`src/rtl/score_ctrl_pkg.sv`:
```
// -----------------------------------------------------------------------------
// score_ctrl_pkg
// Shared definitions for the score controller and the score renderer:
//   - game FSM state encoding
//   - BCD nibble width
//   - default horizontal layout of the digit windows (shared with the renderer)
//   - width of the frame-tick prescaler
// -----------------------------------------------------------------------------
package score_ctrl_pkg;

  typedef enum logic [1:0] {
    ST_IDLE = 2'd0,
    ST_RUN  = 2'd1,
    ST_OVER = 2'd2
  } state_t;

  localparam int BCD_W = 4;

  // Renderer's fixed left edge and digit-to-digit spacing, in scaled columns.
  localparam int X0_DEFAULT    = 28;
  localparam int PITCH_DEFAULT = 5;

  // Prescaler width; large enough for TICK_DIV up to 63.
  localparam int TICK_W = 6;

endpackage

```
`src/rtl/score_ctrl_bcd_counter.sv`:
```
// -----------------------------------------------------------------------------
// bcd_counter
// DIGITS-digit BCD incrementer with synchronous clear. It saturates at all-9s
// and never wraps.
// Ports:
//   clk    system clock
//   rst    synchronous active-high reset (value <= 0)
//   clr    synchronous clear, takes priority over inc
//   inc    add one to the count this cycle
//   value  current count, digit 0 in the low nibble
// -----------------------------------------------------------------------------
module bcd_counter
  import score_ctrl_pkg::*;
#(
  parameter int DIGITS = 5
) (
  input  logic                      clk,
  input  logic                      rst,
  input  logic                      clr,
  input  logic                      inc,
  output logic [BCD_W*DIGITS-1:0]   value
);

  localparam int VW = BCD_W * DIGITS;

  logic [VW-1:0] count_q;
  logic [VW-1:0] count_d;
  logic [VW-1:0] count_inc;
  logic          carry;
  logic          saturated;

  // Ripple increment: a digit at 9 rolls to 0 and passes the carry upward.
  always_comb begin
    // NOTE: every variable gets a default before any branch so no latch is inferred.
    count_inc = count_q;
    carry     = 1'b1;
    saturated = 1'b1;
    for (int i = 0; i < DIGITS; i++) begin
      if (count_q[i*BCD_W +: BCD_W] != 4'd9) begin
        saturated = 1'b0;
      end
      if (carry) begin
        if (count_q[i*BCD_W +: BCD_W] == 4'd9) begin
          count_inc[i*BCD_W +: BCD_W] = 4'd0;
        end else begin
          count_inc[i*BCD_W +: BCD_W] = count_q[i*BCD_W +: BCD_W] + 4'd1;
          carry                       = 1'b0;
        end
      end
    end
  end

  always_comb begin
    count_d = count_q;
    if (clr) begin
      count_d = '0;
    end else if (inc && !saturated) begin
      count_d = count_inc;
    end
  end

  always_ff @(posedge clk) begin
    // NOTE: sequential state uses non-blocking assignments so every register samples pre-edge values.
    if (rst) begin
      count_q <= '0;
    end else begin
      count_q <= count_d;
    end
  end

  assign value = count_q;

endmodule

```
`src/rtl/score_ctrl.sv`:
```
// -----------------------------------------------------------------------------
// score_ctrl
// Game score controller for the single-digit score renderer.
//   - IDLE/RUN/OVER game FSM
//   - BCD score advanced every TICK_DIV frame pulses while running
//   - high score latched once per game, in the first OVER cycle
//   - per-frame display snapshot of score or high score
//   - time-shares the renderer across DIGITS windows starting at X0
// Ports:
//   clk, rst       clock and synchronous active-high reset
//   i_frame_start  one-cycle pulse per frame (vblank)
//   i_start        begin a new game
//   i_game_over    end the current game
//   i_show_hi      level: display the high score instead of the score
//   i_hpos         current pixel column (scaled by CONV)
//   o_num          BCD digit for the renderer
//   o_hpos         column remapped so the selected digit lands at X0
//   o_digit_en     column is inside an enabled (non-leading-zero) window
//   o_score        live score, BCD
//   o_hiscore      high score, BCD
//   o_running      FSM is in RUN
// -----------------------------------------------------------------------------
module score_ctrl
  import score_ctrl_pkg::*;
#(
  parameter int CONV     = 0,
  parameter int DIGITS   = 5,
  parameter int X0       = X0_DEFAULT,
  parameter int PITCH    = PITCH_DEFAULT,
  parameter int TICK_DIV = 6
) (
  input  logic                    clk,
  input  logic                    rst,
  input  logic                    i_frame_start,
  input  logic                    i_start,
  input  logic                    i_game_over,
  input  logic                    i_show_hi,
  input  logic [9:CONV]           i_hpos,
  output logic [3:0]              o_num,
  output logic [9:CONV]           o_hpos,
  output logic                    o_digit_en,
  output logic [BCD_W*DIGITS-1:0] o_score,
  output logic [BCD_W*DIGITS-1:0] o_hiscore,
  output logic                    o_running
);

  localparam int HW = 10 - CONV;
  localparam int SW = BCD_W * DIGITS;
  localparam logic [TICK_W-1:0] TICK_LAST = TICK_W'(TICK_DIV - 1);

  state_t             state_q;
  state_t             state_d;
  logic               start_ok;
  logic               over_ok;
  logic               frame_run;
  logic               score_tick;
  logic [TICK_W-1:0]  tick_q;
  logic               first_over_q;
  logic [SW-1:0]      score;
  logic [SW-1:0]      hiscore_q;
  logic [SW-1:0]      snap_q;

  // ---------------------------------------------------------------------------
  // Game FSM
  // ---------------------------------------------------------------------------
  always_comb begin
    state_d  = state_q;
    start_ok = 1'b0;
    over_ok  = 1'b0;
    case (state_q)
      ST_IDLE: begin
        if (i_start) begin
          state_d  = ST_RUN;
          start_ok = 1'b1;
        end
      end
      ST_RUN: begin
        if (i_game_over) begin
          state_d = ST_OVER;
          over_ok = 1'b1;
        end
      end
      ST_OVER: begin
        if (i_start) begin
          state_d  = ST_RUN;
          start_ok = 1'b1;
        end
      end
      default: state_d = ST_IDLE;
    endcase
  end

  always_ff @(posedge clk) begin
    if (rst) begin
      state_q <= ST_IDLE;
    end else begin
      state_q <= state_d;
    end
  end

  assign o_running = (state_q == ST_RUN);

  // ---------------------------------------------------------------------------
  // Frame prescaler and score. Game over beats a coincident frame pulse, so
  // the score seen on the RUN->OVER edge is final.
  // ---------------------------------------------------------------------------
  assign frame_run  = (state_q == ST_RUN) && i_frame_start && !i_game_over;
  assign score_tick = frame_run && (tick_q == TICK_LAST);

  always_ff @(posedge clk) begin
    if (rst) begin
      tick_q <= '0;
    end else if (start_ok) begin
      tick_q <= '0;
    end else if (frame_run) begin
      tick_q <= (tick_q == TICK_LAST) ? '0 : tick_q + TICK_W'(1);
    end
  end

  bcd_counter #(
    .DIGITS (DIGITS)
  ) u_score (
    .clk   (clk),
    .rst   (rst),
    .clr   (start_ok),
    .inc   (score_tick),
    .value (score)
  );

  // ---------------------------------------------------------------------------
  // High score: compared once, in the first OVER cycle. Valid BCD orders the
  // same as plain binary, so a straight unsigned compare is enough.
  // ---------------------------------------------------------------------------
  always_ff @(posedge clk) begin
    if (rst) begin
      first_over_q <= 1'b0;
    end else begin
      first_over_q <= over_ok;
    end
  end

  always_ff @(posedge clk) begin
    if (rst) begin
      hiscore_q <= '0;
    end else if (first_over_q && (score > hiscore_q)) begin
      hiscore_q <= score;
    end
  end

  // Display snapshot only moves at frame boundaries to avoid mid-frame tearing.
  always_ff @(posedge clk) begin
    if (rst) begin
      snap_q <= '0;
    end else if (i_frame_start) begin
      snap_q <= i_show_hi ? hiscore_q : score;
    end
  end

  assign o_score   = score;
  assign o_hiscore = hiscore_q;

  // ---------------------------------------------------------------------------
  // Digit windows: one comparator pair per window. Window 0 is the most
  // significant digit. seen_nz tracks whether any digit at or left of the
  // current window is non-zero, which drives leading-zero suppression.
  // ---------------------------------------------------------------------------
  logic [BCD_W-1:0] nib;
  logic [HW-1:0]    win_lo;
  logic [HW-1:0]    win_hi;
  logic             seen_nz;

  always_comb begin
    o_num      = 4'd0;
    o_hpos     = i_hpos;
    o_digit_en = 1'b0;
    nib        = '0;
    win_lo     = '0;
    win_hi     = '0;
    seen_nz    = 1'b0;
    for (int d = 0; d < DIGITS; d++) begin
      nib     = snap_q[(DIGITS-1-d)*BCD_W +: BCD_W];
      seen_nz = seen_nz | (nib != 4'd0);
      win_lo  = HW'(X0 + d * PITCH);
      win_hi  = HW'(X0 + (d + 1) * PITCH);
      if ((i_hpos >= win_lo) && (i_hpos < win_hi)) begin
        o_num      = nib;
        o_hpos     = i_hpos - HW'(d * PITCH);
        o_digit_en = seen_nz || (d == DIGITS - 1);
      end
    end
  end

endmodule

```
`config.mk`:
```
export PLATFORM = sky130hd
export DESIGN_NAME = score_ctrl
export DESIGN_NICKNAME = d
export VERILOG_FILES = /design/src/rtl/score_ctrl_pkg.sv /design/src/rtl/score_ctrl_bcd_counter.sv /design/src/rtl/score_ctrl.sv
export SDC_FILE = /design/constraint.sdc
export NUM_CORES = 1
export LEC_CHECK = 0
export CAP_MARGIN = 25
export CORE_AREA = 3 3 100 140
export CTS_BUF_LIST = sky130_fd_sc_hd__clkbuf_4
export CTS_CLUSTER_SIZE = 20
export DETAILED_ROUTE_END_ITERATION = 8
export DIE_AREA = 0 0 103 143
export PLACE_DENSITY = 0.55
export SETUP_SLACK_MARGIN = 0.5
export SYNTH_ARGS = -nofsm -noshare
export SYNTH_HDL_FRONTEND = slang
export SYNTH_SLANG_ARGS = --single-unit
```
`constraint.sdc`:
```
create_clock -name clk -period 3.6 [get_ports clk]
set_input_delay 0.54 -clock clk [delete_from_list [all_inputs] [get_ports clk]]
set_output_delay 0.54 -clock clk [all_outputs]
set_load 0.1 [all_outputs]
```
==> results of run 1 <==
[registers in the layout, indices dropped and copies added (netlist names)]
| register | cells |
|---|---|
| first_over_q | 1 |
| o_hiscore | 20 |
| snap_q | 20 |
| state_q | 2 |
| tick_q | 6 |
| u_score.value | 20 |
[kinds of logic (layout without fill, tap and decap cells)]
group / count (synthesis) / in the layout / synth area share, %
xor gates and xnor gates: 14 / 14 / 2.771
buffers and inverters: 61 / 158 / 5.739
other: 0 / 1 / 0
DFF: 69 / 69 / 31.21
muxes: 22 / 22 / 4.976
AOI/OAI and AO/OA: 134 / 134 / 22.05
and+or+nand+nor: 173 / 173 / 23.35
adders and majority gates: 35 / 35 / 9.895
[worst max path at each step]
stage / from / to / slack [ns] / cells after the start
finish: i_hpos[9] / o_num[0] / 0.54 / 9
global route: i_hpos[8] / o_num[3] / 0.47 / 9
CTS: i_hpos[8] / o_num[3] / 0.52 / 9
detailed placement: i_hpos[3] / o_num[3] / -0.10 / 9
global placement: i_hpos[3] / o_num[0] / -0.01 / 9
floorplan: i_hpos[3] / o_hpos[0] / 0.40 / 9
[worst reg2reg max path, stage by stage, from the launching register on]
cell and delay (ns):
dfxtp_1 0.56, ha_1 0.32, and4_1 0.25, and4_1 0.19
a211oi_1 0.24, o41a_1 0.81, a22o_1 0.23
[layer usage]
layer | wire (um) | vias to the layer above
li1 | - | 2089
met1 | 5427 | 2018
met2 | 6733 | 97
met3 | 448 | 33
met4 | 461 | 0
met5 | 0 | -
[repair_timing]
action	CTS	global route
cloned	0	0
setup endpoints to repair	11	9
pin swaps	10	4
resized for setup	34	11
buffers inserted	8	3
[cell usage after synthesis, types with 5 or more instances]
| cell type | n |
|---|---|
| a22o_1 | 22 |
| ha_1 | 35 |
| mux2i_1 | 22 |
| and4_1 | 7 |
| or3_1 | 9 |
| nand2_1 | 25 |
| dfxtp_1 | 69 |
| xnor2_1 | 7 |
| a211oi_1 | 27 |
| nand2b_1 | 11 |
| nor3_1 | 5 |
| nor2_1 | 50 |
| inv_1 | 30 |
| a22oi_1 | 7 |
| clkbuf_1 | 19 |
| nor2b_1 | 9 |
| nor4_1 | 5 |
| nand3_1 | 10 |
| xor2_1 | 7 |
| o21ai_0 | 11 |
| buf_2 | 7 |
| o2111ai_1 | 5 |
| a21oi_1 | 27 |
| nand4_1 | 7 |
[layout make-up]
type                    instances  area (um2)  share of cell area, %
well taps                     153       191.4                  3.177
diodes                          1       2.502                0.04153
clock inverters                 7       81.33                  1.350
multi-input cells             378        3059                  50.77
clock buffers                   9       67.56                  1.121
inverters                      30       116.4                  1.931
repair buffers                112        1126                  18.69
flip-flops and latches         69        1381                  22.92
[power by group]
part	internal (mW)	switching (mW)	leakage, nW
Combinational	0.106	0.177	1.57
Sequential	0.776	0.0114	0.560
Clock	0.221	0.316	0.0775
[through the flow]
| step | TNS, ns | setup WS (ns) | cell area, um2 |
|---|---|---|---|
| 2_1_floorplan | 0 | 0.3970 | 4611 |
| 3_3_place_gp | -0.01959 | -0.01496 | 5692 |
| 3_5_place_dp | -0.4996 | -0.1046 | 5692 |
| 4_1_cts | 0 | 0.5169 | 5974 |
| 5_1_grt | 0 | 0.4652 | 6026 |
| 6_report | 0 | 0.5426 | 6026 |
==> summary.md, run 1 <==
| Metric | Value |
|---|---|
| CP endpoint kind | `output port` |
| Initial antenna violation count | `1` |
| Critical path, cell by cell | `dlygate4sd2_1, buf_6, nor4_4, buf_4, o2111a_2, nor4_4, a22o_1, a211o_2, buf_12` |
| Hold_ws | `0.5073 ns` |
| Hold EP | `tick_q[5]` |
| Initial core utilization | `34.37%` |
| Util after Layout | `46.80%` |
| Crit-path slowest cell | `a211o_2` |
| Final Wtd Congestion | `0.8882` |
| Kind of critical path | `in -> out` |
| Ys async rst share | `0%` |
| Hold_buf cts | `0` |
| Die Ht | `143 um` |
| Fillers | `1234` |
| Data required time at the worst endpoint | `3.06 ns` |
| H-tree Lvls | `3` |
| Clock sinks | `69` |
| Worst R2R Path Depth | `6` |
| Skew-Pair Late Insertion Delay | `0.44 ns` |
| Fin nets | `651` |
| Drt via density | `5.582` |
| Gr busiest metal | `met2` |
| # setup viols final | `0` |
| P per Cell Area | `266.7 nW/um2` |
| Leak | `2.209 nW` |
| DR vias | `4237` |
| Critical path launch point type | `primary input` |
| Minimum clock period | `3.057 ns` |
| Number of max-cap violations | `0` |
| Critical Path AT | `2.52 ns` |
| Register bit count reported by yosys | `69` |
| Yosys cell types | `66` |
| Drt pass-1 iters | `4` |
| Syn_nets | `559` |
| Rows | `49` |
| Grt met1 use | `20.67%` |
| Flop-to-flop setup slack | `0.94 ns` |
| Slew headroom | `34.01%` |
| Clock-pin slew on the worst setup and hold paths | `0.14 ns` |
| Clock buffer depth | `2` |
| Area grow syn2layout | `36.16%` |
| 1st-iter DRT viols | `137` |
| Outcome | `finished, final reports clean` |
| Cell Area, Synth | `4425 um2` |
| Share of post-route cells with drive strength above 1 | `19.83%` |
| Sequential fraction of the synthesis area | `31.21%` |
| Crit-path most repeated cell | `nor4_4` |
| Fin. Hold Viols | `0` |
| Residual DRC | `0` |
| Min-Delay Path Class | `reg -> reg` |
| Hold path depth | `2` |
| Final period util | `84.93%` |
| Final Max Tran Viols | `0` |
| Synth Flop Type | `dfxtp_1` |
| R2R Path Start | `u_score.value[15]` |
| HP Start | `tick_q[5]` |
| Tot Pwr | `1.607 mW` |
| Die area | `14730 um2` |
| # port buffers | `71` |
| Met3 Track Usage GR | `3.030%` |
| Die width | `103 um` |
| Top cells by area, synth | `dfxtp_1 31%, ha_1 9.9%, mux2i_1 5.0%, a211oi_1 4.6%, a22o_1 4.4%` |
| Non-Filler Instances | `759` |
| Maximum clock rate | `327.1 MHz` |
| CP delay by family, top | `compound AO/OA/AOI/OAI gates` |
| Mean Syn Cell Area | `8.712 um2` |
| Worst vdd rail ir drop | `0.1405 mV` |
| Largest net degree at the start of global routing | `41` |
| WL/cell | `17.22 um` |
| Total track usage | `18.33%` |
| Met2 usage | `33.01%` |
| Clk_skew | `0.02483 ns` |
| Ys Warns | `0` |
| CP bufs+invs | `4` |
| Post-synth EDFFs | `0` |
| Worst-path maximum fanout | `6` |
| Clk root buf | `clkbuf_4` |
| CTS tree | `built` |
| Slowest stage delay, CP | `0.36 ns` |
| GR Overflow Total | `0` |
| Core box area | `12870 um2` |
| Top Ports | `72` |
| Routed WL | `13.07 mm` |
| Most common cell after layout, fill and taps aside | `dfxtp_1` |
| Placed insts | `731` |
| DP HPWL | `10.14 mm` |
| Area share of the largest cell type after synthesis | `31.21%` |
| Worst reg2reg path endpoint | `o_hiscore[4]` |
| Area leader, netlist | `dfxtp_1` |
| Setup repair after global routing missed its margin | `true` |
| Number of buffers created by CTS | `9` |
| Global-route wire length before repair | `21.30 mm` |
| Worst-Margin Slew | `0.9867 ns` |
| Cells after Synth | `508` |
| Routed Antenna Nets | `0` |
| Commonest non-fill, non-tap cells in the layout | `69 x dfxtp_1, 50 x nor2_1, 46 x clkdlybuf4s50_1, 41 x buf_4, 33 x ha_1` |
| Number of global-route vias before repair | `4310` |
(Power assumes the default switching activity.)
==> inputs of run 2 (changes only) <==
--- a/config.mk
+++ b/config.mk
@@ -11,7 +11,7 @@
 export CTS_CLUSTER_SIZE = 20
 export DETAILED_ROUTE_END_ITERATION = 8
 export DIE_AREA = 0 0 103 143
-export PLACE_DENSITY = 0.55
+export PLACE_DENSITY = 0.57
 export SETUP_SLACK_MARGIN = 0.5
 export SYNTH_ARGS = -nofsm -noshare
 export SYNTH_HDL_FRONTEND = slang
==> constraint.sdc (replaced) <==
create_clock -name clk -period 2.62 [get_ports clk]
set_input_delay 0.393 -clock clk [delete_from_list [all_inputs] [get_ports clk]]
set_output_delay 0.393 -clock clk [all_outputs]
set_load 0.1 [all_outputs]
==> summary.md, run 2 (synthesis results as in run 1) <==
| Metric | Value |
|---|---|
| Finished Cell Area | `7480 um2` |
| Worst-Margin Slew | `0.4400 ns` |
| Util after Layout | `58.10%` |
| Fin. Hold Viols | `0` |
| Clock buffer depth | `2` |
| CP endpoint kind | `output port` |
| Slowest stage delay, CP | `0.55 ns` |
| Setup TNS | `-0.1048 ns` |
| P per Cell Area | `311.3 nW/um2` |
| Violated checks | `setup timing` |
| Area after DPL | `6225 um2` |
| H-tree Lvls | `3` |
| Critical Path AT | `2.26 ns` |
| Outcome | `finished, violations left` |
| Number of buffers created by CTS | `9` |
| Share of post-route cells with drive strength above 1 | `52.73%` |
| Largest net degree at the start of global routing | `41` |
| Slew headroom | `70.44%` |
| Die area | `14730 um2` |
| Die Ht | `143 um` |
| WL/cell | `18.16 um` |
| Clock sinks | `69` |
| Total track usage | `20.37%` |
| Routed WL | `15.43 mm` |
| CTS tree | `built` |
| Crit-path slowest cell | `or4_4` |
| Most common cell after layout, fill and taps aside | `buf_4` |
| Min-Delay Path Class | `reg -> reg` |
| Number of max-cap violations | `0` |
| Initial antenna violation count | `1` |
| Final Wtd Congestion | `0.8510` |
| Drt pass-1 iters | `5` |
| Area of the multi-input gates | `3677 um2` |
| Die width | `103 um` |
| DR vias | `4722` |
| Number of global-route vias before repair | `4597` |
| Hold_buf cts | `0` |
| Routed Antenna Nets | `0` |
| Met2 usage | `37.57%` |
| Setup repair after global routing missed its margin | `true` |
| Area grow syn2layout | `69.01%` |
| Pre-CTS WS | `-0.5855 ns` |
| Clk root buf | `clkbuf_4` |
| Critical path, cell by cell | `buf_6, or4_4, buf_4, buf_6, a311oi_4, a31oi_1, a21oi_4, buf_12` |
| Minimum clock period | `2.655 ns` |
| Maximum clock rate | `376.7 MHz` |
| Met3 Track Usage GR | `2.639%` |
| Worst vdd rail ir drop | `0.2587 mV` |
| 1st-iter DRT viols | `147` |
| Skew-Pair Late Insertion Delay | `0.43 ns` |
| Tot Pwr | `2.329 mW` |
| Clk_skew | `0.01473 ns` |
| Residual DRC | `0` |
| Kind of critical path | `in -> out` |
| Leak | `2.943 nW` |
| GR Overflow Total | `0` |
| Initial core utilization | `34.37%` |
| Crit-path most repeated cell | `buf_6` |
| Register area | `1535 um2` |
| # setup viols final | `4` |
| # port buffers | `71` |
| Fillers | `1141` |
| Worst setup margin | `-0.03454 ns` |
| Worst-path maximum fanout | `5` |
| Rows | `49` |
| Top Ports | `72` |
| Gr busiest metal | `met2` |
| Final period util | `101.3%` |
| Final Max Tran Viols | `0` |
| Clock-pin slew on the worst setup and hold paths | `0.11 ns` |
| Grt met1 use | `23.21%` |
| Critical path launch point type | `primary input` |
| Global-route wire length before repair | `23.55 mm` |
| Data required time at the worst endpoint | `2.23 ns` |
| Drt via density | `5.555` |
| Fin nets | `742` |
| Commonest non-fill, non-tap cells in the layout | `149 x buf_4, 46 x nor2_1, 40 x dfxtp_4, 26 x dfxtp_1` |
| DP HPWL | `10.79 mm` |
| Core box area | `12870 um2` |
[run 2: cell types whose count changed in the layout (fill, tap and decap cells not counted), sizes merged, moves of 3 or more]
cell | before | now
o41a | 1 | 4
clkdlybuf4s50 | 46 | 5
dlygate4sd2 | 6 | 2
buf | 58 | 192
[run 2: where the power goes]
part / total [mW] / switching (mW) / internal (mW)
Combinational: 0.481 / 0.273 / 0.208
Clock: 0.804 / 0.411 / 0.392
Sequential: 1.04 / 0.0193 / 1.03
[run 2: through the flow]
stage,instances,hold WS (ns)
3_3_place_gp,773,0.4693
4_1_cts,809,0.5077
6_report,850,0.5100
5_1_grt,850,0.5328
2_1_floorplan,508,0.4585
3_5_place_dp,773,0.4869
[run 2: layout make-up]
cell class                 count  share of cell area (%)
antenna                        1                 0.03346
tap                          153                   2.559
clock inverter                 7                   1.305
multi-input combinational    381                   49.16
timing repair buffer         200                   23.89
sequential                    69                   20.53
inverter                      30                   1.623
clock buffer                   9                  0.9033
[run 2: path summary, 6_finish.rpt]
check	start	end	slack [ns]	depth (start not counted)
worst max register to register	u_score.value[2]	o_hiscore[15]	0.51	6
worst min-delay path	snap_q[6]	snap_q[6]	0.51	2
worst max-delay path	i_hpos[9]	o_num[3]	-0.03	8
worst min register to register	snap_q[6]	snap_q[6]	0.51	2
[run 2: timing repair]
action / in CTS / in global routing
endpoints found under the setup margin: 35 / 41
pin swaps: 28 / 41
setup buffers: 18 / 38
resized for setup: 98 / 68
cloned: 2 / 2
[run 2: routing by layer]
| metal | vias up | wire (um) | share of wire (%) |
|---|---|---|---|
| met5 | - | 0 | 0 |
| met2 | 114 | 8427 | 55 |
| met1 | 2287 | 5941 | 38 |
| met4 | 0 | 555 | 3.6 |
| met3 | 40 | 509 | 3.3 |
| li1 | 2281 | - | - |
[run 2: worst max-delay path: cells and delay by family]
family | cells | cell delay [ns]
and+or+nand+nor | 1 | 0.55
AOI/OAI and AO/OA | 3 | 0.74
buffers and inverters | 4 | 0.56
==> inputs of run 3 (changes only) <==
--- a/config.mk
+++ b/config.mk
@@ -6,13 +6,15 @@
 export NUM_CORES = 1
 export LEC_CHECK = 0
 export CAP_MARGIN = 25
-export CORE_AREA = 3 3 100 140
-export CTS_BUF_LIST = sky130_fd_sc_hd__clkbuf_4
+export CORE_AREA = 3 3 99 139
+export CTS_BUF_LIST = sky130_fd_sc_hd__clkbuf_8 sky130_fd_sc_hd__clkbuf_16
 export CTS_CLUSTER_SIZE = 20
 export DETAILED_ROUTE_END_ITERATION = 8
-export DIE_AREA = 0 0 103 143
+export DIE_AREA = 0 0 102 142
 export PLACE_DENSITY = 0.57
 export SETUP_SLACK_MARGIN = 0.5
+export SLEW_MARGIN = 40
 export SYNTH_ARGS = -nofsm -noshare
 export SYNTH_HDL_FRONTEND = slang
+export SYNTH_HIERARCHICAL = 1
 export SYNTH_SLANG_ARGS = --single-unit
==> summary.md, run 3 <==
| Metric | Value |
|---|---|
| P per Cell Area | `388.2 nW/um2` |
| Min-Delay Path Class | `reg -> reg` |
| Final period util | `106.9%` |
| Hold_ws | `0.5027 ns` |
| Worst setup margin | `-0.1818 ns` |
| Sequential fraction of the synthesis area | `31.68%` |
| Die width | `102 um` |
| Core box area | `12750 um2` |
| Skew-Pair Late Insertion Delay | `0.33 ns` |
| CTS tree | `built` |
| Maximum clock rate | `356.9 MHz` |
| Share of post-route cells with drive strength above 1 | `49.56%` |
| Syn_nets | `550` |
| Setup repair after global routing missed its margin | `true` |
| Top cells by area, synth | `dfxtp_1 32%, ha_1 10%, mux2i_1 5.1%, nor2_1 4.6%, a22o_1 4.2%` |
| Clk root buf | `clkbuf_16` |
| Clk_skew | `0.007327 ns` |
| Leak | `2.959 nW` |
| Mean Syn Cell Area | `8.738 um2` |
| Initial antenna violation count | `0` |
| Clock-pin slew on the worst setup and hold paths | `0.05 ns` |
| Mux cell area share after synthesis | `5.050%` |
| Most common cell in the netlist | `dfxtp_1` |
| Drt pass-1 iters | `5` |
| Post-Synth XOR/XNOR Area | `1.607%` |
| Minimum clock period | `2.802 ns` |
| Routed Antenna Nets | `0` |
| Synth Flop Type | `dfxtp_1` |
| Fin. Hold Viols | `0` |
| CP endpoint kind | `output port` |
| 1st-iter DRT viols | `274` |
| Violated checks | `setup timing` |
| Worst-Margin Slew | `0.5387 ns` |
| Area share of the largest cell type after synthesis | `31.68%` |
| Top Ports | `72` |
| Die area | `14480 um2` |
| Util after Layout | `57.55%` |
| Final Max Tran Viols | `0` |
| Clock sinks | `69` |
| Worst vdd rail ir drop | `0.3119 mV` |
| Post-synthesis compound-gate area fraction | `24.13%` |
| Initial core utilization | `34.19%` |
| Largest net degree at the start of global routing | `42` |
| # port buffers | `71` |
| Kind of critical path | `in -> out` |
| Simple-gate share of the synthesized area | `22.07%` |
| Number of buffers created by CTS | `9` |
| Outcome | `finished, violations left` |
| Rows | `49` |
| Post-synth top cells | `69 x dfxtp_1, 53 x nor2_1, 35 x ha_1` |
| DP HPWL | `10.51 mm` |
| Total track usage | `20.90%` |
| Fillers | `1096` |
| Critical path launch point type | `primary input` |
| Die Ht | `142 um` |
| Global-route wire length before repair | `23.76 mm` |
| Data required time at the worst endpoint | `2.23 ns` |
| Largest family of logic cells by synthesized area | `compound AO/OA/AOI/OAI gates` |
| Yosys cell types | `72` |
| Drt via density | `5.444` |
| GR Overflow Total | `0` |
| DR vias | `4546` |
| Slew headroom | `63.95%` |
| Number of global-route vias before repair | `4636` |
| Ys Warns | `6` |
| Final Wtd Congestion | `0.8863` |
| Worst-path maximum fanout | `8` |
| WL/cell | `18.16 um` |
| Fin nets | `728` |
| Most common cell after layout, fill and taps aside | `buf_4` |
| Register bit count reported by yosys | `69` |
| Cell Area, Synth | `4360 um2` |
| # setup viols final | `10` |
| Number of max-cap violations | `0` |
| ANT cells | `0` |
| Area grow syn2layout | `68.32%` |
| Commonest non-fill, non-tap cells in the layout | `145 x buf_4, 48 x nor2_1, 36 x dfxtp_4, 26 x dfxtp_1, 24 x a21oi_1` |
| Setup TNS | `-1.174 ns` |
| H-tree Lvls | `3` |
| Post-synth EDFFs | `0` |
| Routed WL | `15.17 mm` |
| Ys async rst share | `0%` |
| Cells after Synth | `499` |
| Clock buffer depth | `2` |
| Post-synthesis adder-cell area fraction | `10.04%` |
| Critical Path AT | `2.41 ns` |
| Residual DRC | `0` |
| Area leader, netlist | `dfxtp_1` |
run 3: kinds of logic after synthesis:
logic type,Yosys count
AO/OA/AOI/OAI,143
XOR/XNOR,8
adder cells (fa/ha/maj),35
buffers and inverters,58
flip-flops,69
multiplexers,22
AND/OR/NAND/NOR,164
run 3: worst max-delay path, stage by stage:
cell and delay [ns]:
buf_6 0.12, buf_6 0.13, ha_4 0.15, a21o_1 0.19, buf_12 0.13, a2111oi_4 0.33, buf_4 0.19, nor4b_4 0.04
buf_4 0.15, a221o_4 0.41, buf_12 0.17
run 3: stage by stage:
step	instances	power [mW]	setup slack, ns	instance area, um2
2_1_floorplan	499	1.293	-0.7051	4782
3_3_place_gp	767	1.452	-1.278	6058
3_5_place_dp	767	1.455	-1.005	6060
4_1_cts	825	2.846	-0.1788	7083
5_1_grt	835	2.961	-0.2361	7340
6_report	835	2.849	-0.1818	7340
run 3: layout make-up:
cell class / instances / area, um2 / share of cell area [%]
Clock inverter: 2 / 35.03 / 0.4773
Tap cell: 153 / 191.4 / 2.608
Inverter: 34 / 132.6 / 1.807
Sequential cell: 69 / 1525 / 20.78
Multi-Input combinational cell: 373 / 3415 / 46.52
Clock buffer: 14 / 305.3 / 4.160
Timing Repair Buffer: 190 / 1735 / 23.64
run 3: metal layers:
| layer | track usage, % | share of wire (%) | wire, um |
|---|---|---|---|
| met1 | 22.89 | 38 | 5764 |
| met5 | 0 | 0 | 0 |
| met3 | 3.090 | 3.5 | 524 |
| met2 | 38.54 | 55 | 8322 |
| met4 | 10.02 | 3.7 | 555 |
run 3: final timing paths:
check,start,endpoint,slack [ns],depth (start not counted)
worst max-delay path,i_hpos[2],o_num[0],-0.18,11
worst max register to register,o_hiscore[2],o_hiscore[8],0.43,9
worst min-delay path,snap_q[11],snap_q[11],0.50,2
worst min register to register,snap_q[11],snap_q[11],0.50,2
run 3: where the power goes:
part           internal, mW  total [mW]  switching (mW)
sequential             1.03        1.05          0.0158
clock                 0.896        1.33           0.437
combinational         0.206       0.470           0.264
total                  2.13        2.85           0.717
run 3: what timing repair did:
action | CTS | global route
hold endpoints to repair | 0 | 0
endpoints found under the setup margin | 39 | 41
pin swaps | 33 | 30
gates resized for setup | 110 | 33
gates cloned | 3 | 1
buffers inserted | 39 | 9
hold buffers | 0 | 0
==> RTL edit 1, RTL diff (flow settings as in run 2) <==
Encoding of `state_t`: now one-hot (3 bits for 3 states).
--- a/src/rtl/score_ctrl_pkg.sv
+++ b/src/rtl/score_ctrl_pkg.sv
@@ -10,6 +10,6 @@
 
-  typedef enum logic [1:0] {
-    ST_IDLE = 2'd0,
-    ST_RUN  = 2'd1,
-    ST_OVER = 2'd2
+  typedef enum logic [2:0] {
+    ST_IDLE = 3'b001,
+    ST_RUN  = 3'b010,
+    ST_OVER = 3'b100
   } state_t;
Check against the original RTL: no difference found for any inputs over 10 cycles, from zero or initial values and one cycle with rst high; not proved beyond that.
==> RTL edit 1 against run 2 <==
The flow still finishes with violations (negative setup slack); cell area down 5.2%; worst setup slack better by 11 ps; area after synthesis down 1.1%; synthesized cell count up 4.5%; wire length down 2.4%; clock skew up 2.1 ps; sequential cell count up 1; total power down 8.4%; core utilization down 3.0 points; largest power group unchanged.
==> RTL edit 1: results (changes against run 2) <==
Detailed routing:
- The count of TritonRoute iterations in the first routing pass was 7 (+2).
- The number of DRC violations after detailed-routing iteration 0 is 174 (+18%).
- The total wirelength of the detailed-routed design is 15,100 um (-2.4%).

Logic synthesis:
- The share of the yosys chip area belonging to registers is 0.320 (+0.00796).
- The area share of xor/xnor cells in the synthesized design came to 0.0360 (+0.00830).
- The compound-cell area share of the yosys netlist came to 0.162 (-0.0588).
- By area the synthesized netlist is led by sky130_fd_sc_hd__dfxtp_1 32%, sky130_fd_sc_hd__ha_1 10%, sky130_fd_sc_hd__mux2i_1 9.1%.
- The area share of fa/ha/maj cells after synthesis was 0.100 (+0.00107).
- After synthesis, the most frequently instantiated cells are 70 x sky130_fd_sc_hd__dfxtp_1, 70 x sky130_fd_sc_hd__nor2_1, 40 x sky130_fd_sc_hd__mux2i_1, 38 x sky130_fd_sc_hd__a21oi_1, 35 x sky130_fd_sc_hd__ha_1.
- The multiplexer area fraction after synthesis is 0.0915 (+0.0417).

Timing:
- The count of final setup violators is 4 (unchanged).
- The worst hold slack is 499 ps (-11.2 ps).
- The final worst setup slack is -23.9 ps (+10.6 ps).
- The setup TNS after final layout was -53.4 ps (+51.4 ps).

Layout:
- The buffer share of cell area is 0.227 (-0.0121).
- The number of clock buffers in the layout is 13 (+4).
- The number of non-clock buffers in the layout is 176 (-12%).
- The net count reported at finish is 739 (-0.40%).
- The share of the final layout cell area in sequential cells is 0.216 (+0.0111).

Critical path:
- The maximum fanout encountered on the critical timing path came to 4 (-1).
- In this run the worst setup path begins at i_hpos[3].
- The capture point of the worst path is o_num[2].

Pwr:
- The internal power came to 0.00147 W (-9.4%).
- The leakage power of the design is 2.81 nW (-4.4%).
- The power drawn by the combinational cells was 0.000469 W (-2%).
- The power dissipated in the clock network came to 0.000600 W (-25%).

GRT:
- The largest net degree at the start of global routing is 45 (+9.8%).
- The global-route wire length before repair came to 23,500 um (-0.29%).

Min path:
- The startpoint identified for the worst hold timing path is snap_q[0]$_SDFFE_PP0P_.

Placement:
- The weighted congestion at the end of routability-driven global placement was 0.909 (+6.8%).

Outcome:
- The final reports fail on negative setup slack.
- The run finished, with violations left.
==> RTL edit 1: cell types whose count changed after synthesis, moves of 6 or more <==
cell | run 2 | this run
sky130_fd_sc_hd__nand2b_1 | 11 | 5
sky130_fd_sc_hd__a22oi_1 | 7 | 1
sky130_fd_sc_hd__o21ai_0 | 11 | 23
sky130_fd_sc_hd__clkbuf_1 | 19 | 25
sky130_fd_sc_hd__mux2i_1 | 22 | 40
sky130_fd_sc_hd__a21oi_1 | 27 | 38
sky130_fd_sc_hd__nand4_1 | 7 | 14
sky130_fd_sc_hd__and4_1 | 7 | 1
sky130_fd_sc_hd__nor2_1 | 50 | 70
sky130_fd_sc_hd__a22o_1 | 22 | 1
==> RTL edit 1: metal layers <==
| metal | GRT usage | vias up | part of all wire |
|---|---|---|---|
| li1 | - | 2219 | - |
| met1 | 0.213 | 2191 | 0.37 |
| met2 | 0.378 | 115 | 0.54 |
| met3 | 0.0318 | 45 | 0.032 |
| met4 | 0.128 | 0 | 0.059 |
| met5 | 0 | - | 0 |
==> RTL edit 1: critical path, cell delays in order <==
cell and delay (ps):
sky130_fd_sc_hd__buf_6 90, sky130_fd_sc_hd__buf_6 120, sky130_fd_sc_hd__inv_6 60, sky130_fd_sc_hd__buf_6 100
sky130_fd_sc_hd__ha_4 140, sky130_fd_sc_hd__nand2b_4 70, sky130_fd_sc_hd__or3b_4 420, sky130_fd_sc_hd__a21oi_4 150
sky130_fd_sc_hd__buf_6 140, sky130_fd_sc_hd__nand4_1 130, sky130_fd_sc_hd__a21oi_4 230, sky130_fd_sc_hd__buf_12 200
==> RTL edit 1: what timing repair did <==
item	in CTS	in global routing
pin swaps	46	41
setup buffers	27	9
endpoints found under the hold margin	0	0
resized for setup	117	50
endpoints found under the setup margin	39	47
cloned	1	1
==> RTL edit 2, RTL diff (flow settings as in run 2) <==
Without the edit above. Set the package constant `TICK_W` to 3 (it was 6).
--- a/src/rtl/score_ctrl_pkg.sv
+++ b/src/rtl/score_ctrl_pkg.sv
@@ -23,3 +23,3 @@
   // Prescaler width; large enough for TICK_DIV up to 63.
-  localparam int TICK_W = 6;
+  localparam int TICK_W = 3;
 
Formal check against the unedited RTL: same outputs for any inputs over 10 cycles, from zero or initial values and one cycle with rst high; that may be too few to reach the edited logic, so the function may still have changed.
==> RTL edit 2 against run 2 <==
The flow still finishes with violations (negative setup slack); first-iteration DRC count is 2.7% higher; worst setup slack worse by 87 ps; critical path depth is 1 higher; area after synthesis is 7.3% lower; synthesized cell count is 3.7% lower; clock skew is 5.5 ps higher; combinational power is 13% lower; wire length is 5.8% lower; worst hold slack worse by 220 ps; total power is 2.1% lower; cell area is 10% lower; sequential cell count is 3 lower; critical endpoint is now o_hpos[5].
==> RTL edit 2: results (changes against run 2) <==
Critical path:
- The reg2reg setup slack is 290 ps (-220 ps).
- The endpoint arrival time on the critical path came to 2350 ps (+90 ps).

GRT:
- The largest net degree at the start of global routing is 44 (+7.3%).
- The global-route wire length before repair is 22,900 um (-2.7%).
- The total routing usage reported by global routing is 0.201 (-0.00276).
- The met3 global-route usage is 0.0362 (+0.00978).
- The routing usage on met1 is 0.222 (-0.0101).

Pwr:
- The register share of total power is 0.443 (-0.006).
- The switching part of the total is 0.285 (-0.0175).
- The power drawn by the combinational cells is 0.000417 W (-13%).
- The worst-case vdd ir drop is 0.243 mV (-6.0%).

Logic synthesis:
- Yosys attributes the largest share of cell area to sky130_fd_sc_hd__dfxtp_1 32%, sky130_fd_sc_hd__mux2i_1 10%, sky130_fd_sc_hd__ha_1 10%.
- The share of the yosys chip area belonging to registers is 0.322 (+0.0100).
- The number of unique standard cell types used by synthesis is 51 (-23%).

Min path:
- The type of the worst min-delay path is in2reg.

Detailed routing:
- The count of TritonRoute iterations in the first routing pass is 4 (-1).
- The number of vias per cell came to 5.28 (-4.9%).
- The total length of routed met2 wires is 7560 um (-10%).

Timing:
- The count of final setup violators is 9 (+5).
- The final worst setup slack is -122 ps (-87.1 ps).
- The transition time of the tightest slew-check pin is 750 ps (+310 ps).
- The worst hold slack is 289 ps (-221 ps).

Outcome:
- The final reports fail on negative setup slack.
- The run finished, with violations left.

Placement:
- The worst setup slack after placement is -652 ps (-66.9 ps).

Layout:
- The net count reported at finish is 695 (-6.3%).
-- RTL edit 2: cell count changes after synthesis, moves of 5 or more --
cell and change:
sky130_fd_sc_hd__a221oi_1 +6, sky130_fd_sc_hd__a22oi_1 -5, sky130_fd_sc_hd__o2111ai_1 -5, sky130_fd_sc_hd__a211oi_1 -6, sky130_fd_sc_hd__buf_2 -5, sky130_fd_sc_hd__mux2i_1 +21
sky130_fd_sc_hd__nand2b_1 -5, sky130_fd_sc_hd__a22o_1 -22, sky130_fd_sc_hd__and4_1 -6, sky130_fd_sc_hd__nor2_1 +21
-- RTL edit 2: what timing repair did --
item | 4_1_cts | 5_1_grt
buffers inserted | 28 | 13
resized for setup | 120 | 44
setup endpoints to repair | 35 | 42
gates cloned | 1 | 1
pin swaps | 28 | 19
-- RTL edit 2: cell type report --
cell class | instances | area (sq um)
clock inverters | 7 | 108
repair buffers | 176 | 1550
multi-input cells | 362 | 3220
clock buffers | 9 | 67.6
fillers | 1171 | 6160
flip-flops and latches | 66 | 1440
inverters | 31 | 131
well taps | 153 | 191
-- RTL edit 2: worst paths after layout --
path | start | end | cells past startpoint
setup / recovery | i_hpos[2] | o_hpos[5] | 9
hold / removal | i_game_over | first_over_q$_SDFF_PP0_ | 2
setup reg to reg | o_hiscore[8]$_SDFFE_PP0P_ | o_hiscore[11]$_SDFFE_PP0P_ | 9
hold reg to reg | snap_q[4]$_SDFFE_PP0P_ | snap_q[4]$_SDFFE_PP0P_ | 2
-- RTL edit 2: logic make-up (layout without fill, tap and decap cells) --
kind of cell / Yosys count / after routing / share of synthesized area
AO/OA/AOI/OAI: 97 / 97 / 0.160
XOR/XNOR: 15 / 15 / 0.0320
adder cells (fa/ha/maj): 33 / 33 / 0.101
buffers and inverters: 61 / 223 / 0.0601
flip-flops: 66 / 66 / 0.322
multiplexers: 43 / 43 / 0.105
AND/OR/NAND/NOR: 174 / 174 / 0.221
-- RTL edit 2: per-stage QoR --
stage / total power, W / instances / util / setup TNS, ps
after floorplan: 0.00124 / 489 / - / -2330
after global placement: 0.00139 / 745 / 0.435 / -5930
final: 0.00228 / 804 / 0.521 / -671
after global routing: 0.00238 / 804 / 0.521 / -1460
after detailed placement: 0.00140 / 745 / 0.435 / -6160
after CTS: 0.00228 / 790 / 0.500 / -463
-- RTL edit 2: critical path: stages --
cell                       delay, ps
sky130_fd_sc_hd__buf_6           110
sky130_fd_sc_hd__ha_4            150
sky130_fd_sc_hd__a211o_1         310
sky130_fd_sc_hd__o2111a_2        330
sky130_fd_sc_hd__buf_6           130
sky130_fd_sc_hd__buf_6           120
sky130_fd_sc_hd__a211o_1         290
sky130_fd_sc_hd__a221oi_4        290
sky130_fd_sc_hd__buf_12          210
